`src/rtl/vehicle_counter_if.sv`:
```
`default_nettype none
// +--------------------------------------------------------------------+
// | vehicle_counter_if                                                  |
// | Loop-detector inputs, clear request and count/flag outputs.         |
// | Rev 1.0                                                             |
// +--------------------------------------------------------------------+
interface vehicle_counter_if;
  logic       sensor_arrive;
  logic       sensor_depart;
  logic       clear;
  logic [4:0] NO_of_vehical;
  logic       count_changed;
  logic       overflow;
  logic       underflow;

  modport master (
    output sensor_arrive, sensor_depart, clear,
    input  NO_of_vehical, count_changed, overflow, underflow
  );

  modport slave (
    input  sensor_arrive, sensor_depart, clear,
    output NO_of_vehical, count_changed, overflow, underflow
  );
endinterface
`default_nettype wire

```
`src/rtl/vehicle_counter.sv`:
```
`default_nettype none
// +--------------------------------------------------------------------+
// | vehicle_counter                                                     |
// | Debounced arrival/departure loops driving a saturating 0..31 count. |
// | Rev 1.0                                                             |
// +--------------------------------------------------------------------+
module vehicle_counter #(
  parameter int DEBOUNCE = 4
) (
  input logic              clk,
  input logic              rst,
  vehicle_counter_if.slave bus
);

  localparam logic [3:0] c_DEBOUNCE_CNT = 4'(DEBOUNCE);
  localparam logic [4:0] c_COUNT_MAX    = 5'd31;

  if ((DEBOUNCE < 1) || (DEBOUNCE > 15)) begin : g_bad_debounce
    $error("vehicle_counter: DEBOUNCE must be in 1..15");
  end

  typedef enum logic [1:0] {
    LOW_STABLE   = 2'd0,
    CONFIRM_HIGH = 2'd1,
    HIGH_STABLE  = 2'd2,
    CONFIRM_LOW  = 2'd3
  } deb_state_t;

  // Channel 0 is the arrival loop, channel 1 the departure loop.
  logic [1:0] w_raw;
  logic [1:0] w_evt;

  assign w_raw = {bus.sensor_depart, bus.sensor_arrive};

  for (genvar g = 0; g < 2; g++) begin : g_chan
    logic [1:0] r_sync;
    deb_state_t r_state;
    deb_state_t w_state_next;
    logic [3:0] r_cnt;
    logic [3:0] w_cnt_next;
    logic       w_sync;
    logic       w_evt_c;

    assign w_sync = r_sync[1];

    always_ff @(posedge clk or posedge rst) begin
      if (rst) begin
        r_sync  <= 2'b00;
        r_state <= LOW_STABLE;
        r_cnt   <= 4'd0;
      end else begin
        r_sync  <= {r_sync[0], w_raw[g]};
        r_state <= w_state_next;
        r_cnt   <= w_cnt_next;
      end
    end

    always_comb begin
      w_state_next = r_state;
      w_cnt_next   = r_cnt;
      w_evt_c      = 1'b0;
      unique case (r_state)
        LOW_STABLE: begin
          if (w_sync) begin
            w_state_next = CONFIRM_HIGH;
            w_cnt_next   = 4'd1;
          end
        end
        CONFIRM_HIGH: begin
          if (!w_sync) begin
            w_state_next = LOW_STABLE;
            w_cnt_next   = 4'd0;
          end else if (r_cnt == c_DEBOUNCE_CNT) begin
            w_state_next = HIGH_STABLE;
            w_evt_c      = 1'b1;
          end else begin
            w_cnt_next = r_cnt + 4'd1;
          end
        end
        HIGH_STABLE: begin
          if (!w_sync) begin
            w_state_next = CONFIRM_LOW;
            w_cnt_next   = 4'd1;
          end
        end
        CONFIRM_LOW: begin
          if (w_sync) begin
            w_state_next = HIGH_STABLE;
          end else if (r_cnt == c_DEBOUNCE_CNT) begin
            w_state_next = LOW_STABLE;
            w_cnt_next   = 4'd0;
          end else begin
            w_cnt_next = r_cnt + 4'd1;
          end
        end
        default: begin
          w_state_next = LOW_STABLE;
          w_cnt_next   = 4'd0;
        end
      endcase
    end

    assign w_evt[g] = w_evt_c;
  end

  logic [4:0] r_count;
  logic [4:0] w_count_next;
  logic       r_overflow;
  logic       w_overflow_next;
  logic       r_underflow;
  logic       w_underflow_next;
  logic       r_change_pend;
  logic       r_count_changed;

  always_comb begin
    w_count_next     = r_count;
    w_overflow_next  = r_overflow;
    w_underflow_next = r_underflow;
    if (bus.clear) begin
      w_count_next     = 5'd0;
      w_overflow_next  = 1'b0;
      w_underflow_next = 1'b0;
    end else if (w_evt[0] && !w_evt[1]) begin
      if (r_count == c_COUNT_MAX) begin
        w_overflow_next = 1'b1;
      end else begin
        w_count_next = r_count + 5'd1;
      end
    end else if (w_evt[1] && !w_evt[0]) begin
      if (r_count == 5'd0) begin
        w_underflow_next = 1'b1;
      end else begin
        w_count_next = r_count - 5'd1;
      end
    end
  end

  // The change flag is staged once so it pulses the cycle after the count moves.
  always_ff @(posedge clk or posedge rst) begin
    if (rst) begin
      r_count         <= 5'd0;
      r_overflow      <= 1'b0;
      r_underflow     <= 1'b0;
      r_change_pend   <= 1'b0;
      r_count_changed <= 1'b0;
    end else begin
      r_count         <= w_count_next;
      r_overflow      <= w_overflow_next;
      r_underflow     <= w_underflow_next;
      r_change_pend   <= (w_count_next != r_count);
      r_count_changed <= r_change_pend;
    end
  end

  assign bus.NO_of_vehical = r_count;
  assign bus.count_changed = r_count_changed;
  assign bus.overflow      = r_overflow;
  assign bus.underflow     = r_underflow;

endmodule
`default_nettype wire

```
`src/flat_wrapper.sv`:
```
// flat-port wrapper written by rule: the top's interface ports become plain ports
module vehicle_counter_flat 
#(
  parameter int DEBOUNCE = 4
)
  (clk, rst, bus_sensor_arrive, bus_sensor_depart, bus_clear, bus_NO_of_vehical, bus_count_changed, bus_overflow, bus_underflow);
  vehicle_counter_if bus_i ();
  input logic clk;
  input logic rst;
  input wire logic [$bits(bus_i.sensor_arrive)-1:0] bus_sensor_arrive;
  input wire logic [$bits(bus_i.sensor_depart)-1:0] bus_sensor_depart;
  input wire logic [$bits(bus_i.clear)-1:0] bus_clear;
  output wire logic [$bits(bus_i.NO_of_vehical)-1:0] bus_NO_of_vehical;
  output wire logic [$bits(bus_i.count_changed)-1:0] bus_count_changed;
  output wire logic [$bits(bus_i.overflow)-1:0] bus_overflow;
  output wire logic [$bits(bus_i.underflow)-1:0] bus_underflow;
  assign bus_i.sensor_arrive = bus_sensor_arrive;
  assign bus_i.sensor_depart = bus_sensor_depart;
  assign bus_i.clear = bus_clear;
  assign bus_NO_of_vehical = bus_i.NO_of_vehical;
  assign bus_count_changed = bus_i.count_changed;
  assign bus_overflow = bus_i.overflow;
  assign bus_underflow = bus_i.underflow;
  vehicle_counter #(.DEBOUNCE(DEBOUNCE)) u_core (.clk(clk), .rst(rst), .bus(bus_i));
endmodule
```
`config.mk`:
```
export PLATFORM = sky130hd
export DESIGN_NAME = vehicle_counter_flat
export DESIGN_NICKNAME = d
export VERILOG_FILES = /design/src/rtl/vehicle_counter_if.sv /design/src/rtl/vehicle_counter.sv /design/src/flat_wrapper.sv
export SDC_FILE = /design/constraint.sdc
export NUM_CORES = 1
export LEC_CHECK = 0
export CORE_MARGIN = 3
export CORE_UTILIZATION = 45
export CTS_BUF_LIST = sky130_fd_sc_hd__clkbuf_8
export CTS_CLUSTER_SIZE = 12
export DETAILED_ROUTE_END_ITERATION = 16
export PLACE_DENSITY = 0.64
export SLEW_MARGIN = 15
export SYNTH_ARGS = -nofsm -noshare
export SYNTH_HDL_FRONTEND = slang
export SYNTH_SLANG_ARGS = --single-unit
export TNS_END_PERCENT = 30
```
`constraint.sdc`:
```
create_clock -name clk -period 2.4 [get_ports clk]
set_input_delay 0.48 -clock clk [delete_from_list [all_inputs] [get_ports clk]]
set_output_delay 0.48 -clock clk [all_outputs]
set_load 0.01 [all_outputs]
```
==> metrics, run 1 <==
sink count of the clock tree=25; post-synthesis cell type count=50; crit path launch type=flop; clock-pin slew reported for the worst setup and hold paths after clock tree synthesis=90 ps; sequential share of the synthesized area=39.5%; total number of placement rows=20; most frequent cells in the layout=25 x dfrtp_1, 22 x nand2_1, 12 x clkdlybuf4s50_1; hold path depth=0; count of state elements after synthesis=25; number of DRC markers in iteration 0=73; number of global-route vias before repair=1198; Final nets=201; Syn Nets=188; met3 layer usage reported by global route=2.22%; worst-case clock buffer depth=2; list of cells traversed by the critical path=inv_2 > ha_1 > nand2b_4 > or4b_4 > nor3_4 > a21oi_1 > a31o_1 > a221oi_2; width of the chip=65.3 um; met2 usage in global routing=24.0%; critical path fanouts, max=11; clock tree from TritonCTS=built; clock insertion delay at the later pin of the skew report=270 ps; Pre-antenna DRT Iters=4; busiest layer in global routing=met2; cell with the biggest individual delay on the critical path=or4b_4; post-CTS sizing=0; setup total negative slack=0 ps; total chip power=1470 uW; post-synthesis instance area=1580 um2; Final Hold Viols=0; fraction of final layout cells with drive strength greater than 1=10.6%; setup repair after global routing missed its margin=false; placer's final routability congestion estimate=0.844; Detail Placement HPWL=2150 um; number of enable-type register cells in the synthesized netlist=0; leakage power=0.000787 uW; Synth Warn #=0; Arrival @ worst endpoint=2430 ps; overall via count from detail_route=1299; portion of the clock cycle consumed by the worst path in the final layout=94.1%; global routing met1 resource utilization=23.0%; Cell Pwr Density=817 nW/um2; initial antenna violation count=0; aggregate global routing overflow=0; Boundary Pins=13; Max Fclk=443 MHz; Largest delay share family, worst path=simple AND/OR/NAND/NOR gates; Slew @ Worst Pin=512 ps; clock skew=3.92 ps; DP Area=1750 um2; number of levels in the clock H-tree=1; type of the tightest min-delay check=reg -> reg; cell count after placement=229; cts bufs inserted=3; Vias/cell=5.58; initial core utilization=49.5%; die outline height=65.3 um; endpoint required time on the critical path=2580 ps; total routed wirelength=3060 um; mean routed wirelength per cell=13.1 um; total of hold buffers inserted after clock tree synthesis=0; total DRC errors in the routed layout=0; outcome=finished clean; post-synthesis share of cell area spent on and, or, nand and nor gates=25.0%; Cells after Synth=177; kind of critical path=reg -> reg; total count of max-transition violations in the final report=0; count of antenna-violating nets left after detailed routing=0; kind of end point of the critical path=flop; hold path startpoint=u_core.g_chan[0].r_sync[0]; area delta synth->final=13.6%; total global routing track utilization=16.1%; Worst VDD drop=0.000449 V; Syn Area/Cell=8.95 um2; maximum cell stage delay along the critical path=600 ps; Post-synth top flop=dfrtp_1; r2r endpoint=u_core.bus.NO_of_vehical[2]; fraction of synthesized area in multiplexers=2.05%; # Post-CTS Setup Buffers=0; global-route wire length before repair=5400 um; storage element area=626 um2; Compound-Gate Fraction of Synth Area=20.6%; clock root buffer=clkbuf_8; largest net degree at the start of global routing=26; area of the core=3200 um2; Design Area, Final=1800 um2; final critical path time including I/O delays and setup=2260 ps; adder-cell share of the synthesized area=4.74%; post-synthesis share of cell area spent on xor and xnor gates=2.76%; most common cell after layout, fill and taps aside=dfrtp_1; tightest slew margin relative to the limit=65.8%; worst reg-to-reg path cell count=8; setup slack on the worst flop-to-flop path=140 ps; non-filler cells in the finished layout=233; share of async-settable or async-resettable flops after synthesis=100%; setup violators final=0; Buf/Inv on CP=1; fin util=56.2%; number of maximum-capacitance constraint violations=0; Port Buf Inserts=12; antenna diode instance count=0; number of filler cells placed in the layout=291; endpoint of the worst hold path=u_core.g_chan[0].r_sync[1]; largest family of logic cells by synthesized area=simple AND/OR/NAND/NOR gates; Worst R2R Start=u_core.g_chan[1].r_cnt[0]; area used by multi-input combinational logic=873 um2; floorplan die area=4270 um2
[logic make-up (layout without fill, tap and decap cells)]
group,Yosys count,after routing
xor+xnor,5,5
buf+inv,19,31
compound gates,46,46
mux,3,3
simple gates,73,73
fa+ha+maj,6,6
flops,25,25
[worst reg2reg max path: stages, from the launching register on]
cell      delay [ps]
dfrtp_1          430
inv_2            110
ha_1             210
nand2b_4          70
or4b_4           600
nor3_4           200
a21oi_1           80
a31o_1           190
a221oi_2         270
[state kept, by name, summed over array words and instances, names as in the netlist, named ones only]
register                  cells
u_core.bus.overflow           1
u_core.bus.underflow          1
u_core.g_chan.r_sync          4
u_core.bus.count_changed      1
u_core.r_change_pend          1
u_core.g_chan.r_state         2
u_core.bus.NO_of_vehical      5
u_core.g_chan.r_cnt           8
[cell usage after synthesis, drive strengths merged, types with 3 or more instances]
cell type   n  area share (%)
nand3       8             2.5
a211oi      5             2.4
a21oi      10             3.2
clkbuf      5             1.2
nand2      22             5.2
o21ai       9             2.8
nor2       11             2.6
nor3        8             3.2
ha          6             4.7
buf         5             2.1
inv         9             2.1
dfrtp      25              39
and2        6             2.5
xnor2       3             1.7
a22o        4             2.2
[how the worst max path moves through the flow]
stage / slack (ps) / from / cells past startpoint / to
final: 140 / u_core.g_chan[1].r_cnt[0] / 8 / u_core.bus.NO_of_vehical[2]
after global routing: 30 / u_core.g_chan[1].r_cnt[0] / 8 / u_core.bus.NO_of_vehical[2]
after CTS: 110 / u_core.g_chan[1].r_cnt[0] / 8 / u_core.bus.NO_of_vehical[2]
after detailed placement: 120 / u_core.g_chan[1].r_cnt[0] / 8 / u_core.r_change_pend
after global placement: 190 / u_core.g_chan[1].r_cnt[0] / 8 / u_core.r_change_pend
after floorplan: 180 / u_core.g_chan[1].r_cnt[0] / 9 / u_core.r_change_pend
[routing by layer]
metal  part of all wire, %  wire length (um)  vias to the layer above
met4                   2.1                65                        0
met3                   2.8                86                        5
met1                    51              1560                      601
met5                     0                 0                        -
met2                    44              1340                       25
li1                      -                 -                      668
[layout make-up]
class / instances / area share (%)
clock buffer: 3 / 2.29
clock inverter: 1 / 0.278
inverter: 9 / 1.88
multi-input combinational: 133 / 48.5
sequential: 25 / 34.8
tap: 44 / 3.06
timing repair buffer: 18 / 9.18
[power breakdown]
part           total [uW]  leakage, uW  switching [uW]  internal (uW)
logic                 565     0.000435             284            281
clock network         251    0.0000255             135            116
registers             653     0.000326             140            513
[per-stage QoR]
| step | setup WS (ps) | hold slack [ps] |
|---|---|---|
| after detailed placement | 120 | 335 |
| final | 142 | 354 |
| after global routing | 26.3 | 360 |
| after global placement | 188 | 333 |
| after floorplan | 180 | 331 |
| after CTS | 106 | 355 |
(Power assumes the default switching activity.)
==> inputs of run 2 (changes only) <==
--- a/config.mk
+++ b/config.mk
@@ -5,12 +5,14 @@
 export SDC_FILE = /design/constraint.sdc
 export NUM_CORES = 1
 export LEC_CHECK = 0
+export ABC_AREA = 1
 export CORE_MARGIN = 3
-export CORE_UTILIZATION = 45
+export CORE_UTILIZATION = 50
 export CTS_BUF_LIST = sky130_fd_sc_hd__clkbuf_8
 export CTS_CLUSTER_SIZE = 12
 export DETAILED_ROUTE_END_ITERATION = 16
-export PLACE_DENSITY = 0.64
+export HOLD_SLACK_MARGIN = 0.12
+export PLACE_DENSITY = 0.71
 export SLEW_MARGIN = 15
 export SYNTH_ARGS = -nofsm -noshare
 export SYNTH_HDL_FRONTEND = slang
==> metrics, run 2 <==
outcome=finished clean; part of the power in combinational logic=32.2% (-6.3 points); area delta synth->final=13.9%; mean routed wirelength per cell=11.6 um (-11%); portion of the clock cycle consumed by the worst path in the final layout=83.1% (-11 points); Worst VDD drop=0.000572 V (+27%); leakage power=0.000865 uW (+9.9%); setup total negative slack=0 ps (unchanged); most common cell after layout, fill and taps aside=nand2_1; post-synth top area share=41.9% (+2.4 points); antenna diode instance count=0 (unchanged); worst reg-to-reg path cell count=11 (+3); Largest delay share family, worst path=buffers and inverters; most common cell in the netlist=nand2_1; most frequent cells in the layout=39 x nand2_1, 25 x dfrtp_1, 24 x inv_1; largest family of logic cells by synthesized area=simple AND/OR/NAND/NOR gates; floorplan die area=3680 um2 (-14%); critical path fanouts, max=13 (+2); Design Area, Final=1700 um2 (-5.4%); total routed wirelength=2730 um (-11%); Compound-Gate Fraction of Synth Area=10.1% (-10 points); largest register by flop count=u_core.g_chan.r_cnt; total count of max-transition violations in the final report=0 (unchanged); post-synthesis instance area=1490 um2 (-5.7%); sequential share of the synthesized area=41.9% (+2.4 points); kind of critical path=reg -> out; sink count of the clock tree=25 (unchanged); Worst R2R Start=u_core.g_chan[1].r_cnt[0]; clock-pin slew reported for the worst setup and hold paths after clock tree synthesis=90 ps (about the same); endpoint of the worst hold path=u_core.g_chan[1].r_sync[1]; number of enable-type register cells in the synthesized netlist=0 (unchanged); clock skew=4.07 ps (+0.148 ps); most area-hungry cell type in the Yosys netlist=dfrtp_1; total number of placement rows=19 (-5.0%); kind of end point of the critical path=output pin; most common library cells after synthesis=39 x nand2_1, 25 x dfrtp_1, 24 x inv_1, 18 x nand3_1, 13 x nor2_1; endpoint required time on the critical path=1920 ps (-660 ps); maximum cell stage delay along the critical path=630 ps (+30 ps); count of state elements after synthesis=25 (unchanged); Max Fclk=502 MHz (+13%); Port Buf Inserts=12 (unchanged); largest net degree at the start of global routing=26 (unchanged); adder-cell share of the synthesized area=5.03% (+0.29 points); width of the chip=60.7 um (-7.1%); share of async-settable or async-resettable flops after synthesis=100% (unchanged); number of global-route vias before repair=1192 (-0.50%); hold path depth=0 (unchanged); Boundary Pins=13 (unchanged); post-synthesis share of cell area spent on and, or, nand and nor gates=32.8% (+7.9 points); setup slack on the worst flop-to-flop path=600 ps (+460 ps); crit path launch type=flop; number of levels in the clock H-tree=1 (unchanged); setup violators final=0 (unchanged); Syn Nets=199 (+5.9%); initial core utilization=53.3% (+3.8 points); clock insertion delay at the later pin of the skew report=270 ps (about the same); worst-case clock buffer depth=2 (unchanged); Final Hold Viols=0 (unchanged); cts bufs inserted=3 (unchanged); initial antenna violation count=0 (unchanged); proportion of power drawn by the clock network=20.6% (+3.5 points); hold path startpoint=u_core.g_chan[1].r_sync[0]; fraction of final layout cells with drive strength greater than 1=16.2% (+5.6 points); post-synthesis cell type count=28 (-44%); sw frac=38.0% (-0.041 points); DP Area=1650 um2 (-5.7%); Syn Area/Cell=7.95 um2 (-11%); aggregate global routing overflow=0 (unchanged); critical path depth in cells=1 (-7); sequential power share=47.2% (+2.8 points); area of the core=2810 um2 (-12%); Arrival @ worst endpoint=1510 ps (-920 ps); post-synthesis share of cell area spent on xor and xnor gates=2.35% (-0.42 points); Pint=770 uW (-15%); # Post-CTS Setup Buffers=0 (unchanged); r2r endpoint=u_core.r_change_pend; Area contributors post-synth=dfrtp_1 42%, nand2_1 9.8%, nand3_1 6.0%; type of the tightest min-delay check=reg -> reg; placer's final routability congestion estimate=0.874 (+3.6%); setup repair after global routing missed its margin=false; Slew @ Worst Pin=480 ps (-31.5 ps); total global routing track utilization=17.1% (+0.92 points); fraction of synthesized area in multiplexers=0% (-2.1 points); overall via count from detail_route=1248 (-3.9%); max reg flops=8 (unchanged); Cell Pwr Density=730 nW/um2 (-11%); list of cells traversed by the critical path=clkdlybuf4s50_1; net switching power=472 uW (-15%); clock tree from TritonCTS=built; Synth Warn #=0 (unchanged); tightest slew margin relative to the limit=67.7% (+1.9 points); total DRC errors in the routed layout=0 (unchanged); total of hold buffers inserted after clock tree synthesis=0 (unchanged); final critical path time including I/O delays and setup=1990 ps (-264 ps); Buf/Inv on CP=1 (unchanged); Detail Placement HPWL=2120 um (-1.5%); Post-synth top flop=dfrtp_1; post-CTS sizing=0 (unchanged); Cells after Synth=188 (+6.2%); clock root buffer=clkbuf_8; Final nets=216 (+7.5%); count of antenna-violating nets left after detailed routing=0 (unchanged); die outline height=60.7 um (-7.1%); number of maximum-capacitance constraint violations=0 (unchanged); number of DRC markers in iteration 0=73 (unchanged); global-route wire length before repair=4860 um (-10%); cell with the biggest individual delay on the critical path=clkdlybuf4s50_1; Vias/cell=5.31 (-4.7%); Pre-antenna DRT Iters=4 (unchanged)
[run 2: cell types whose count changed in the layout (fill, tap and decap cells not counted), moves of 5 or more]
cell      before  now
a211oi_1       5    0
and2_1         5    0
buf_4          6    1
inv_1          8   24
nand2_1       22   39
nand2_2        0    8
nand3_1        8   18
nor2_2         0    5
nor3_1         7    2
[run 2: worst max-delay path by stage]
stage / end / from
4_1_cts: bus_NO_of_vehical[2] / u_core.bus.NO_of_vehical[2]
3_5_place_dp: u_core.r_change_pend / u_core.g_chan[1].r_cnt[0]
2_1_floorplan: u_core.r_change_pend / u_core.bus.NO_of_vehical[0]
6_report: bus_NO_of_vehical[2] / u_core.bus.NO_of_vehical[2]
3_3_place_gp: u_core.r_change_pend / bus_clear
5_1_grt: bus_NO_of_vehical[2] / u_core.bus.NO_of_vehical[2]
[run 2: metal layers]
layer  routed length (um)  global-route usage (%)  part of all wire (%)
met5                    0                       0                     0
met4                   31                    7.12                   1.1
met3                   77                    3.40                   2.8
met2                 1300                    27.9                    48
met1                 1320                    22.0                    48
[run 2: power groups by stage]
stage / logic (uW) / clock network, uW / registers, uW
3_5_place_dp: 402 / 0 / 595
3_3_place_gp: 381 / 0 / 590
4_1_cts: 405 / 261 / 586
2_1_floorplan: 311 / 0 / 579
5_1_grt: 466 / 273 / 600
6_report: 400 / 256 / 586
[run 2: cell type report]
class | instances | area [um2]
Fill cell | 245 | 1100
Multi-Input combinational cell | 133 | 752
Sequential cell | 25 | 626
Timing Repair Buffer | 13 | 128
Inverter | 29 | 109
Clock buffer | 3 | 41.3
Tap cell | 31 | 38.8
Clock inverter | 1 | 7.51
[run 2: per-stage QoR]
step,util [%],hold slack [ps],instances,setup WS (ps),power (uW)
3_5_place_dp,58.9,337,231,618,997
6_report,60.7,356,235,406,1240
5_1_grt,60.7,374,235,346,1340
3_3_place_gp,58.9,337,231,667,971
4_1_cts,60.7,359,235,409,1250
2_1_floorplan,-,331,188,808,890
[run 2: logic make-up (layout without fill, tap and decap cells)]
logic type      after synthesis  after routing
compound gates               26             26
xor+xnor                      4              4
flops                        25             25
simple gates                 97             97
buf+inv                      30             46
fa+ha+maj                     6              6
==> inputs of run 3 (changes only) <==
--- a/config.mk
+++ b/config.mk
@@ -12,7 +12,7 @@
 export CTS_CLUSTER_SIZE = 12
 export DETAILED_ROUTE_END_ITERATION = 16
 export HOLD_SLACK_MARGIN = 0.12
-export PLACE_DENSITY = 0.71
+export PLACE_DENSITY = 0.73
 export SLEW_MARGIN = 15
 export SYNTH_ARGS = -nofsm -noshare
 export SYNTH_HDL_FRONTEND = slang
==> constraint.sdc (replaced) <==
create_clock -name clk -period 1.7 [get_ports clk]
set_input_delay 0.34 -clock clk [delete_from_list [all_inputs] [get_ports clk]]
set_output_delay 0.34 -clock clk [all_outputs]
set_load 0.01 [all_outputs]
==> metrics, run 3 (synthesis gave the netlist of run 2 again) <==
number of maximum-capacitance constraint violations=0 (unchanged); total global routing track utilization=18.0% (+0.95 points); worst reg-to-reg path cell count=11 (unchanged); clock tree from TritonCTS=built; Pre-antenna DRT Iters=4 (unchanged); die outline height=60.7 um (unchanged); area of the core=2810 um2 (unchanged); largest register by flop count=u_core.g_chan.r_cnt; clock-pin slew reported for the worst setup and hold paths after clock tree synthesis=80 ps (about the same); max reg flops=8 (unchanged); Slew @ Worst Pin=543 ps (+62.3 ps); initial antenna violation count=0 (unchanged); placer's final routability congestion estimate=0.834 (-4.7%); tightest slew margin relative to the limit=63.5% (-4.2 points); sw frac=37.8% (-0.21 points); clock skew=6.30 ps (+2.24 ps); Worst R2R Start=u_core.g_chan[1].r_cnt[1]; sequential power share=42.6% (-4.6 points); setup violators final=0 (unchanged); most common cell after layout, fill and taps aside=nand2_1; Detail Placement HPWL=2220 um (+5.1%); initial core utilization=53.3% (unchanged); fraction of final layout cells with drive strength greater than 1=25.5% (+9.3 points); number of global-route vias before repair=1207 (+1.3%); total count of max-transition violations in the final report=0 (unchanged); number of levels in the clock H-tree=1 (unchanged); Final nets=224 (+3.7%); Arrival @ worst endpoint=1860 ps (+350 ps); Port Buf Inserts=12 (unchanged); setup repair after global routing missed its margin=true; outcome=finished clean; proportion of power drawn by the clock network=17.4% (-3.2 points); Cell Pwr Density=1050 nW/um2 (+43%); global-route wire length before repair=5080 um (+4.4%); leakage power=0.000960 uW (+11%); endpoint required time on the critical path=1860 ps (-60 ps); total chip power=1930 uW (+55%); Boundary Pins=13 (unchanged); portion of the clock cycle consumed by the worst path in the final layout=99.8%; total routed wirelength=3130 um (+15%); kind of critical path=reg -> reg; setup total negative slack=0 ps (unchanged); clock insertion delay at the later pin of the skew report=260 ps (about the same); list of cells traversed by the critical path=inv_2 > ha_4 > nand2_4 > nor2_4 > nand2_4 > nor2_4 > nand3_1 > nand3_1 > nand2_2 > a21oi_2 > nand2_1; r2r endpoint=u_core.r_change_pend; final critical path time including I/O delays and setup=1700 ps; sink count of the clock tree=25 (unchanged); critical path fanouts, max=5 (-8); total DRC errors in the routed layout=0 (unchanged); Pint=1200 uW (+56%); antenna diode instance count=0 (unchanged); clock root buffer=clkbuf_8; total number of placement rows=19 (unchanged); setup slack on the worst flop-to-flop path=3 ps (-600 ps); Max Fclk=589 MHz; maximum cell stage delay along the critical path=390 ps (-240 ps); crit path launch type=flop; start point of the critical path=u_core.g_chan[1].r_cnt[1]; most frequent cells in the layout=38 x nand2_1, 22 x inv_1, 22 x dfrtp_1; minimum setup slack after placement=21.9 ps (-596 ps); largest net degree at the start of global routing=26 (unchanged); part of the power in combinational logic=40.0% (+7.8 points); area delta synth->final=23.2%; fin util=65.6% (+5.0 points); total of hold buffers inserted after clock tree synthesis=0 (unchanged); Worst VDD drop=0.000591 V (+3.3%); Vias/cell=5.25 (-1.1%); final setup slack of the worst path=3.13 ps (-403 ps); width of the chip=60.7 um (unchanged); cts bufs inserted=3 (unchanged); count of antenna-violating nets left after detailed routing=0 (unchanged); worst-case clock buffer depth=2 (unchanged); floorplan die area=3680 um2 (unchanged); net switching power=729 uW (+54%); number of DRC markers in iteration 0=31 (-58%); mean routed wirelength per cell=12.9 um (+11%); kind of end point of the critical path=flop; Worst Hold Margin=355 ps (-0.793 ps); Final Hold Viols=0 (unchanged); aggregate global routing overflow=0 (unchanged); type of the tightest min-delay check=reg -> reg; termination of the worst setup path=u_core.r_change_pend; cell with the biggest individual delay on the critical path=dfrtp_1; overall via count from detail_route=1276 (+2.2%)
-- run 3: worst min-delay path by stage --
stage / from / to / slack [ps] / cells after the start
CTS: u_core.g_chan[1].r_sync[0] / u_core.g_chan[1].r_sync[1] / 360 / 0
global placement: u_core.g_chan[0].r_sync[0] / u_core.g_chan[0].r_sync[1] / 340 / 0
detailed placement: u_core.g_chan[1].r_sync[0] / u_core.g_chan[1].r_sync[1] / 340 / 0
finish: u_core.g_chan[1].r_sync[0] / u_core.g_chan[1].r_sync[1] / 360 / 0
global route: u_core.r_change_pend / u_core.bus.count_changed / 370 / 0
floorplan: u_core.r_change_pend / u_core.bus.count_changed / 330 / 0
-- run 3: critical path, delay by kind of cell, from the launching register on --
family | cells | cell delay, ps
DFF | 1 | 390
adders and majority gates | 1 | 150
buffers and inverters | 1 | 90
AOI/OAI and AO/OA | 1 | 110
and+or+nand+nor | 8 | 840
-- run 3: layout make-up --
| cell class | instances | area, um2 |
|---|---|---|
| Clock buffer | 3 | 41.3 |
| Timing Repair Buffer | 21 | 188 |
| Fill cell | 250 | 965 |
| Clock inverter | 1 | 3.75 |
| Sequential cell | 25 | 629 |
| Inverter | 29 | 109 |
| Tap cell | 31 | 38.8 |
| Multi-Input combinational cell | 133 | 831 |
-- run 3: what timing repair did --
item / in CTS / in global routing
setup buffers: 0 / 3
setup endpoints to repair: 3 / 8
gates resized for setup: 4 / 19
pin swaps: 0 / 5
-- run 3: metrics by stage --
step	instance area, um2	instances
global placement	1690	236
floorplan	1490	188
CTS	1740	240
detailed placement	1690	236
finish	1840	243
global route	1840	243
-- run 3: power by group through the flow --
stage	Combinational [uW]	Sequential (uW)	Clock, uW
floorplan	439	818	0
global placement	592	816	0
detailed placement	631	823	0
CTS	633	812	351
global route	875	839	368
finish	771	821	336
-- run 3: per-layer routing --
| layer | part of all wire, % | track usage (%) |
|---|---|---|
| met1 | 42 | 24.4 |
| met2 | 53 | 30.1 |
| met3 | 3.8 | 2.98 |
| met4 | 1.1 | 4.64 |
| met5 | 0 | 0 |
